--- config.mk ---
export PLATFORM = sky130hd
export DESIGN_NAME = rtc_bus_reader_flat
export DESIGN_NICKNAME = d
export VERILOG_FILES = /design/src/rtl/rtc_bus_if.sv /design/src/rtl/rtc_bus_reader.sv /design/src/flat_wrapper.sv
export SDC_FILE = /design/constraint.sdc
export NUM_CORES = 1
export LEC_CHECK = 0
export ABC_AREA = 1
export CAP_MARGIN = 20
export CORE_ASPECT_RATIO = 1.4
export CORE_UTILIZATION = 50
export CTS_CLUSTER_SIZE = 12
export DETAILED_ROUTE_END_ITERATION = 16
export DONT_BUFFER_PORTS = 1
export HOLD_SLACK_MARGIN = 0.1
export PLACE_DENSITY = 0.68
export SLEW_MARGIN = 20
export SYNTH_ARGS = -nofsm -noshare
export SYNTH_HDL_FRONTEND = slang
export SYNTH_SLANG_ARGS = --single-unit
--- constraint.sdc ---
create_clock -name clock -period 2.1 [get_ports clock]
set_clock_uncertainty 0.1 [all_clocks]
set_input_delay 0.42 -clock clock [delete_from_list [all_inputs] [get_ports clock]]
set_output_delay 0.42 -clock clock [all_outputs]
set_load 0.02 [all_outputs]
--- src/rtl/rtc_bus_if.sv ---
// Multiplexed 8-bit address/data bus between the RTC reader (master) and the RTC chip (slave).
interface rtc_bus_if;
  logic [7:0] ad_in;
  logic [7:0] ad_out;
  logic       ad_oe;
  logic       cs_n;
  logic       rd_n;
  logic       wr_n;
  logic       a_d;

  modport master (input ad_in, output ad_out, ad_oe, cs_n, rd_n, wr_n, a_d);
  modport slave  (output ad_in, input ad_out, ad_oe, cs_n, rd_n, wr_n, a_d);
endinterface

--- src/rtl/rtc_bus_reader.sv ---
// Periodically bursts ten RTC registers into a shadow set, then publishes them atomically as BCD digits.
// state     | meaning
// S_IDLE    | bus parked, waiting for refresh wrap or refresh_req
// S_ADDR    | drive register address, cs_n/wr_n low
// S_ADDR_REL| strobes released, address still driven
// S_DATA    | bus released, cs_n/rd_n low, byte sampled on last cycle
// S_RECOVER | strobes high before next register or publish
// S_PUBLISH | shadow copied to outputs, update_tick high
module rtc_bus_reader #(
  parameter int T_PHASE        = 10,
  parameter int REFRESH_CYCLES = 5_000_000
) (
  input  logic       clock,
  input  logic       reset,
  input  logic       refresh_req,
  input  logic       pause,
  rtc_bus_if.master  bus,
  output logic [3:0] digit0_HH,
  output logic [3:0] digit1_HH,
  output logic [3:0] digit0_MM,
  output logic [3:0] digit1_MM,
  output logic [3:0] digit0_SS,
  output logic [3:0] digit1_SS,
  output logic [3:0] digit0_DAY,
  output logic [3:0] digit1_DAY,
  output logic [3:0] digit0_MES,
  output logic [3:0] digit1_MES,
  output logic [3:0] digit0_YEAR,
  output logic [3:0] digit1_YEAR,
  output logic [3:0] digit0_HH_T,
  output logic [3:0] digit1_HH_T,
  output logic [3:0] digit0_MM_T,
  output logic [3:0] digit1_MM_T,
  output logic [3:0] digit0_SS_T,
  output logic [3:0] digit1_SS_T,
  output logic       AM_PM,
  output logic [2:0] dia_semana,
  output logic       busy,
  output logic       update_tick
);

  localparam int PW = (T_PHASE > 1) ? $clog2(T_PHASE) : 1;
  localparam int RW = (REFRESH_CYCLES > 1) ? $clog2(REFRESH_CYCLES) : 1;
  localparam logic [PW-1:0] PHASE_LAST = PW'(T_PHASE - 1);
  localparam logic [RW-1:0] REF_LAST   = RW'(REFRESH_CYCLES - 1);

  typedef enum logic [2:0] {
    S_IDLE, S_ADDR, S_ADDR_REL, S_DATA, S_RECOVER, S_PUBLISH
  } state_t;

  state_t          state, state_nx;
  logic [PW-1:0]   phase_cnt;
  logic [RW-1:0]   ref_cnt;
  logic [3:0]      reg_idx;
  logic [7:0]      addr;
  logic [9:0][7:0] shadow;
  logic [9:0][7:0] pub;
  logic            phase_done;
  logic            wrap;
  logic            pub_load;

  assign phase_done = (phase_cnt == '0);
  assign wrap       = (ref_cnt == REF_LAST);
  assign pub_load   = (state == S_RECOVER) && phase_done && (reg_idx == 4'd9);

  always_ff @(posedge clock) begin
    if (!reset) begin
      state     <= S_IDLE;
      phase_cnt <= '0;
      ref_cnt   <= '0;
      reg_idx   <= '0;
    end else begin
      state   <= state_nx;
      ref_cnt <= wrap ? '0 : ref_cnt + 1'b1;
      // every state change reloads the phase timer, so each state lasts T_PHASE cycles
      if (state_nx != state)
        phase_cnt <= PHASE_LAST;
      else if (!phase_done)
        phase_cnt <= phase_cnt - 1'b1;
      if (state == S_IDLE)
        reg_idx <= '0;
      else if ((state == S_RECOVER) && phase_done)
        reg_idx <= reg_idx + 4'd1;
    end
  end

  always_comb begin
    state_nx = state;
    case (state)
      S_IDLE:     if (!pause && (wrap || refresh_req)) state_nx = S_ADDR;
      S_ADDR:     if (phase_done) state_nx = S_ADDR_REL;
      S_ADDR_REL: if (phase_done) state_nx = S_DATA;
      S_DATA:     if (phase_done) state_nx = S_RECOVER;
      S_RECOVER:  if (phase_done) state_nx = (reg_idx == 4'd9) ? S_PUBLISH : S_ADDR;
      S_PUBLISH:  state_nx = S_IDLE;
      default:    state_nx = S_IDLE;
    endcase
  end

  always_comb begin
    case (reg_idx)
      4'd0:    addr = 8'h21;
      4'd1:    addr = 8'h22;
      4'd2:    addr = 8'h23;
      4'd3:    addr = 8'h24;
      4'd4:    addr = 8'h25;
      4'd5:    addr = 8'h26;
      4'd6:    addr = 8'h27;
      4'd7:    addr = 8'h41;
      4'd8:    addr = 8'h42;
      4'd9:    addr = 8'h43;
      default: addr = 8'h21;
    endcase
  end

  always_comb begin
    bus.cs_n   = 1'b1;
    bus.rd_n   = 1'b1;
    bus.wr_n   = 1'b1;
    bus.a_d    = 1'b1;
    bus.ad_oe  = 1'b0;
    bus.ad_out = '0;
    case (state)
      S_ADDR: begin
        bus.cs_n   = 1'b0;
        bus.wr_n   = 1'b0;
        bus.a_d    = 1'b0;
        bus.ad_oe  = 1'b1;
        bus.ad_out = addr;
      end
      S_ADDR_REL: begin
        bus.a_d    = 1'b0;
        bus.ad_oe  = 1'b1;
        bus.ad_out = addr;
      end
      S_DATA: begin
        bus.cs_n = 1'b0;
        bus.rd_n = 1'b0;
      end
      default: ;
    endcase
  end

  always_ff @(posedge clock) begin
    if ((state == S_DATA) && phase_done)
      shadow[reg_idx] <= bus.ad_in;
  end

  // outputs load on the edge into PUBLISH so they change in the update_tick cycle
  always_ff @(posedge clock) begin
    if (!reset)
      pub <= '0;
    else if (pub_load)
      pub <= shadow;
  end

  assign busy        = (state != S_IDLE);
  assign update_tick = (state == S_PUBLISH);

  assign digit0_SS   = pub[0][3:0];
  assign digit1_SS   = {1'b0, pub[0][6:4]};
  assign digit0_MM   = pub[1][3:0];
  assign digit1_MM   = {1'b0, pub[1][6:4]};
  assign digit0_HH   = pub[2][3:0];
  assign digit1_HH   = {2'b00, pub[2][5:4]};
  assign AM_PM       = pub[2][7];
  assign digit0_DAY  = pub[3][3:0];
  assign digit1_DAY  = {1'b0, pub[3][6:4]};
  assign digit0_MES  = pub[4][3:0];
  assign digit1_MES  = {1'b0, pub[4][6:4]};
  assign digit0_YEAR = pub[5][3:0];
  assign digit1_YEAR = {1'b0, pub[5][6:4]};
  assign dia_semana  = pub[6][2:0];
  assign digit0_SS_T = pub[7][3:0];
  assign digit1_SS_T = {1'b0, pub[7][6:4]};
  assign digit0_MM_T = pub[8][3:0];
  assign digit1_MM_T = {1'b0, pub[8][6:4]};
  assign digit0_HH_T = pub[9][3:0];
  assign digit1_HH_T = {2'b00, pub[9][5:4]};

  // bits the screen never consumes (HH bit 6, weekday high bits, HH_T bits 7:6)
  logic unused_bits;
  assign unused_bits = ^{pub[2][6], pub[6][7:3], pub[9][7:6]};

endmodule
--- src/flat_wrapper.sv ---
// flat-port wrapper written by rule: the top's interface ports become plain ports
module rtc_bus_reader_flat 
#(
  parameter int T_PHASE        = 10,
  parameter int REFRESH_CYCLES = 5_000_000
)
  (clock, reset, refresh_req, pause, digit0_HH, digit1_HH, digit0_MM, digit1_MM, digit0_SS, digit1_SS, digit0_DAY, digit1_DAY, digit0_MES, digit1_MES, digit0_YEAR, digit1_YEAR, digit0_HH_T, digit1_HH_T, digit0_MM_T, digit1_MM_T, digit0_SS_T, digit1_SS_T, AM_PM, dia_semana, busy, update_tick, bus_ad_in, bus_ad_out, bus_ad_oe, bus_cs_n, bus_rd_n, bus_wr_n, bus_a_d);
  rtc_bus_if bus_i ();
  input  logic clock;
  input  logic reset;
  input  logic refresh_req;
  input  logic pause;
  output logic [3:0] digit0_HH;
  output logic [3:0] digit1_HH;
  output logic [3:0] digit0_MM;
  output logic [3:0] digit1_MM;
  output logic [3:0] digit0_SS;
  output logic [3:0] digit1_SS;
  output logic [3:0] digit0_DAY;
  output logic [3:0] digit1_DAY;
  output logic [3:0] digit0_MES;
  output logic [3:0] digit1_MES;
  output logic [3:0] digit0_YEAR;
  output logic [3:0] digit1_YEAR;
  output logic [3:0] digit0_HH_T;
  output logic [3:0] digit1_HH_T;
  output logic [3:0] digit0_MM_T;
  output logic [3:0] digit1_MM_T;
  output logic [3:0] digit0_SS_T;
  output logic [3:0] digit1_SS_T;
  output logic AM_PM;
  output logic [2:0] dia_semana;
  output logic busy;
  output logic update_tick;
  input wire logic [$bits(bus_i.ad_in)-1:0] bus_ad_in;
  output wire logic [$bits(bus_i.ad_out)-1:0] bus_ad_out;
  output wire logic [$bits(bus_i.ad_oe)-1:0] bus_ad_oe;
  output wire logic [$bits(bus_i.cs_n)-1:0] bus_cs_n;
  output wire logic [$bits(bus_i.rd_n)-1:0] bus_rd_n;
  output wire logic [$bits(bus_i.wr_n)-1:0] bus_wr_n;
  output wire logic [$bits(bus_i.a_d)-1:0] bus_a_d;
  assign bus_i.ad_in = bus_ad_in;
  assign bus_ad_out = bus_i.ad_out;
  assign bus_ad_oe = bus_i.ad_oe;
  assign bus_cs_n = bus_i.cs_n;
  assign bus_rd_n = bus_i.rd_n;
  assign bus_wr_n = bus_i.wr_n;
  assign bus_a_d = bus_i.a_d;
  rtc_bus_reader #(.T_PHASE(T_PHASE), .REFRESH_CYCLES(REFRESH_CYCLES)) u_core (.clock(clock), .reset(reset), .refresh_req(refresh_req), .pause(pause), .bus(bus_i), .digit0_HH(digit0_HH), .digit1_HH(digit1_HH), .digit0_MM(digit0_MM), .digit1_MM(digit1_MM), .digit0_SS(digit0_SS), .digit1_SS(digit1_SS), .digit0_DAY(digit0_DAY), .digit1_DAY(digit1_DAY), .digit0_MES(digit0_MES), .digit1_MES(digit1_MES), .digit0_YEAR(digit0_YEAR), .digit1_YEAR(digit1_YEAR), .digit0_HH_T(digit0_HH_T), .digit1_HH_T(digit1_HH_T), .digit0_MM_T(digit0_MM_T), .digit1_MM_T(digit1_MM_T), .digit0_SS_T(digit0_SS_T), .digit1_SS_T(digit1_SS_T), .AM_PM(AM_PM), .dia_semana(dia_semana), .busy(busy), .update_tick(update_tick));
endmodule
==> flow_summary_export.csv, run 1 <==
group,metric,value,unit
route,drtIter0Drc,176,
timing,setup_ws,0.0924,ns
clock_tree,cts_root_buf,"clkbuf_16",
floorplanning,die_width,98.4,um
setup_path,critPathKind,"reg2reg",
setup_path,r2r_slack,0.09,ns
setup_path,crit_path_end,"u_core.addr[1]",
setup_path,crit_start,"u_core.phase_cnt[0]",
timing,hold_viol,0,
setup_path,cp-start-kind,"flip-flop",
setup_path,r2r_start,"u_core.phase_cnt[0]",
floorplanning,start_util,52.0,%
place,place_hpwl,8910,um
timing,finalCriticalPeriod,2.01,ns
run,drv_cap,0,
timing,timing.final.crit_share,95.6,%
cells_and_area,area_growth,13.8,%
route,vias,4569,
floorplanning,fp.dieH,137,um
floorplanning,fp-row-count,48,
route,vias_per_cell,5.19,
outcome,outcome,"complete, but fails checks",
clock_tree,htree_levels,4,
yosys,synthCells,686,
cells_and_area,drive_above_1_share,11.2,%
place,place_ws,0.00669,ns
grt,grt_max_degree,70,
floorplanning,dieArea,13500,sq um
setup_path,cp.required,2.31,ns
route,postRouteAntennaNets,0,
yosys,ys_ff_latch,169,
timing,worstMarginPinSlew,0.544,ns
clock_tree,numCtsBuffers,17,
cells_and_area,nNetsFinal,739,
clock_tree,cts_num_sinks,169,
grt,grt.overflow.total,0,
cells_and_area,design_area,7400,sq um
setup_path,crit_fanout,5,
clock_tree,cts_tree,"yes",
timing,slew_viol_final,0,
yosys,yosysWarnings,0,
cells_and_area,layout.cells.non_filler,880,
cells_and_area,mostFrequentLayoutCells,"nor2_1, dfxtp_1, nand2_1",
pwr,leakage,3.02,nW
yosys,syn_area,6500,sq um
place,place_area,6690,sq um
floorplanning,io-pin-count,103,
route,avgRoutedWirePerCell,15.1,um
timing,slew_headroom,63.6,%
setup_path,worst_r2r_path_depth,10,
grt,antenna_found_initial,0,
pwr,ir_worst_vdd,0.545,mV
yosys,syn_area_per_cell,9.48,sq um
cells_and_area,diodes,0,
floorplanning,coreArea,12500,sq um
outcome,violations,"DRC",
place,io_buffers,0,
place,dp.cells,839,
grt,grt_usage,20.8,%
clock_tree,clk_path_buf_depth,2,
timing,fmax,498,MHz
yosys,seq_area_frac_synth,62.0,%
setup_path,end_kind,"flip-flop",
timing,setup_viol,0,
setup_path,cp.arrival,2.21,ns
worst_hold_path,hp-class,"in2reg",
place,place_congestion,0.801,
pwr,total_power,0.00720,W
grt,grt_pass1_wl,21400,um
pwr,power_density,973,nW/um^2
setup_path,r2r-end,"u_core.addr[1]",
grt,grt_pass1_vias,4439,
cells_and_area,final_common_cell,"nor2_1",
route,drc,3,
route,firstDrtPassIters,13,
clock_tree,clk_pin_slew,0.06,ns
route,finalWirelength,13300,um
yosys,synth.distinct_cells,30,
clock_tree,clk_latency,0.42,ns
[worst max-delay path: stages, from the launching register on]
cell,delay (ns)
dfxtp_1,0.30
inv_1,0.13
ha_1,0.25
nand2_2,0.13
nor2_4,0.17
xor2_1,0.12
nor2_2,0.22
inv_1,0.08
ha_1,0.29
nand2_1,0.06
nand2_1,0.05
[sequential cells by signal (all words and copies together), names as in the netlist, 4 cells and up]
| name | cells |
|---|---|
| u_core.addr | 5 |
| u_core.digit0_DAY | 4 |
| u_core.digit0_HH | 4 |
| u_core.digit0_HH_T | 4 |
| u_core.digit0_MES | 4 |
| u_core.digit0_MM | 4 |
| u_core.digit0_MM_T | 4 |
| u_core.digit0_SS | 4 |
| u_core.digit0_SS_T | 4 |
| u_core.digit0_YEAR | 4 |
| u_core.phase_cnt | 4 |
| u_core.ref_cnt | 23 |
| u_core.reg_idx | 4 |
| u_core.shadow | 65 |
[per-stage QoR]
stage	utilization, %	hold slack, ns	setup TNS, ns
floorplan	-	0.318	0
global placement	53.5	0.332	0
detailed placement	53.5	0.349	0
CTS	59.1	0.111	0
global route	59.2	0.144	-0.0244
finish	59.2	0.116	0
[where the power goes]
group / total [W] / switching [W] / internal, W
combinational: 0.000604 / 0.000399 / 0.000204
clock: 0.00311 / 0.00133 / 0.00178
sequential: 0.00348 / 0.0000335 / 0.00345
[Yosys cell counts]
cell type,count,share of area [%]
nor2_1,178,10
dfxtp_1,104,32
nand2_1,76,4.4
edfxtp_1,65,30
inv_1,52,3.0
o21ai_0,50,3.8
o21ai_1,22,1.7
a21oi_1,18,1.4
nor3_1,17,1.3
nand3_1,16,1.2
buf_4,14,1.6
buf_6,12,2.1
ha_1,10,1.9
clkbuf_1,9,0.52
xor2_1,9,1.2
or2_2,6,0.58
nand4_1,5,0.48
inv_2,3,0.17
nand2_2,3,0.29
nor2_2,3,0.29
nor2_4,3,0.52
and3_1,2,0.19
nor3b_1,2,0.23
buf_1,1,0.058
buf_2,1,0.077
conb_1,1,0.058
nor4_1,1,0.096
o211ai_2,1,0.19
or3_1,1,0.096
xnor2_1,1,0.13
[how the worst min path moves through the flow]
stage                                  from                end  slack (ns)  cells after the start
after detailed placement  u_core.ref_cnt[0]  u_core.ref_cnt[0]        0.35                      1
after global routing                  pause    u_core.state[0]        0.14                      3
final                                 pause    u_core.state[0]        0.12                      3
after floorplan           u_core.ref_cnt[0]  u_core.ref_cnt[0]        0.32                      1
after global placement    u_core.ref_cnt[0]  u_core.ref_cnt[0]        0.33                      1
after CTS                             pause    u_core.state[0]        0.11                      3
[repair_timing]
item | CTS | global route
setup buffers | 0 | 0
hold buffers | 9 | 0
resized for setup | 1 | 8
endpoints found under the setup margin | 1 | 98
endpoints found under the hold margin | 137 | 0
[area by class of cell]
cell class | count | area, sq um
multi-input cells | 438 | 2050
well taps | 150 | 188
inverters | 55 | 209
clock inverters | 15 | 161
repair buffers | 36 | 332
clock buffers | 17 | 425
fillers | 1052 | 5090
flip-flops and latches | 169 | 4040
[metal layers]
layer  global-route usage (%)  vias up  share of wire (%)  wire, um
li1                         -     2266                  -         -
met1                     23.0     2148                 39      5210
met2                     38.5      139                 54      7160
met3                     5.31       16                5.5       737
met4                     7.63        0                1.5       204
met5                        0        -                  0         0
[kinds of logic after synthesis]
family,share of synthesized area (%)
AND/OR/NAND/NOR,20.0
flip-flops,62.0
buffers and inverters,7.52
XOR/XNOR,1.35
adder cells (fa/ha/maj),1.92
other,0.0577
AO/OA/AOI/OAI,7.12
No activity file was read; power rests on OpenSTA's default activity.
==> run 2: changes to the inputs <==
--- a/config.mk
+++ b/config.mk
@@ -9,7 +9,7 @@
 export CAP_MARGIN = 20
 export CORE_ASPECT_RATIO = 1.4
 export CORE_UTILIZATION = 50
-export CTS_CLUSTER_SIZE = 12
+export CTS_CLUSTER_SIZE = 40
 export DETAILED_ROUTE_END_ITERATION = 16
 export DONT_BUFFER_PORTS = 1
 export HOLD_SLACK_MARGIN = 0.1
==> results of run 2 <==
No change in the layout: final DEF, timing and power equal those of run 1.
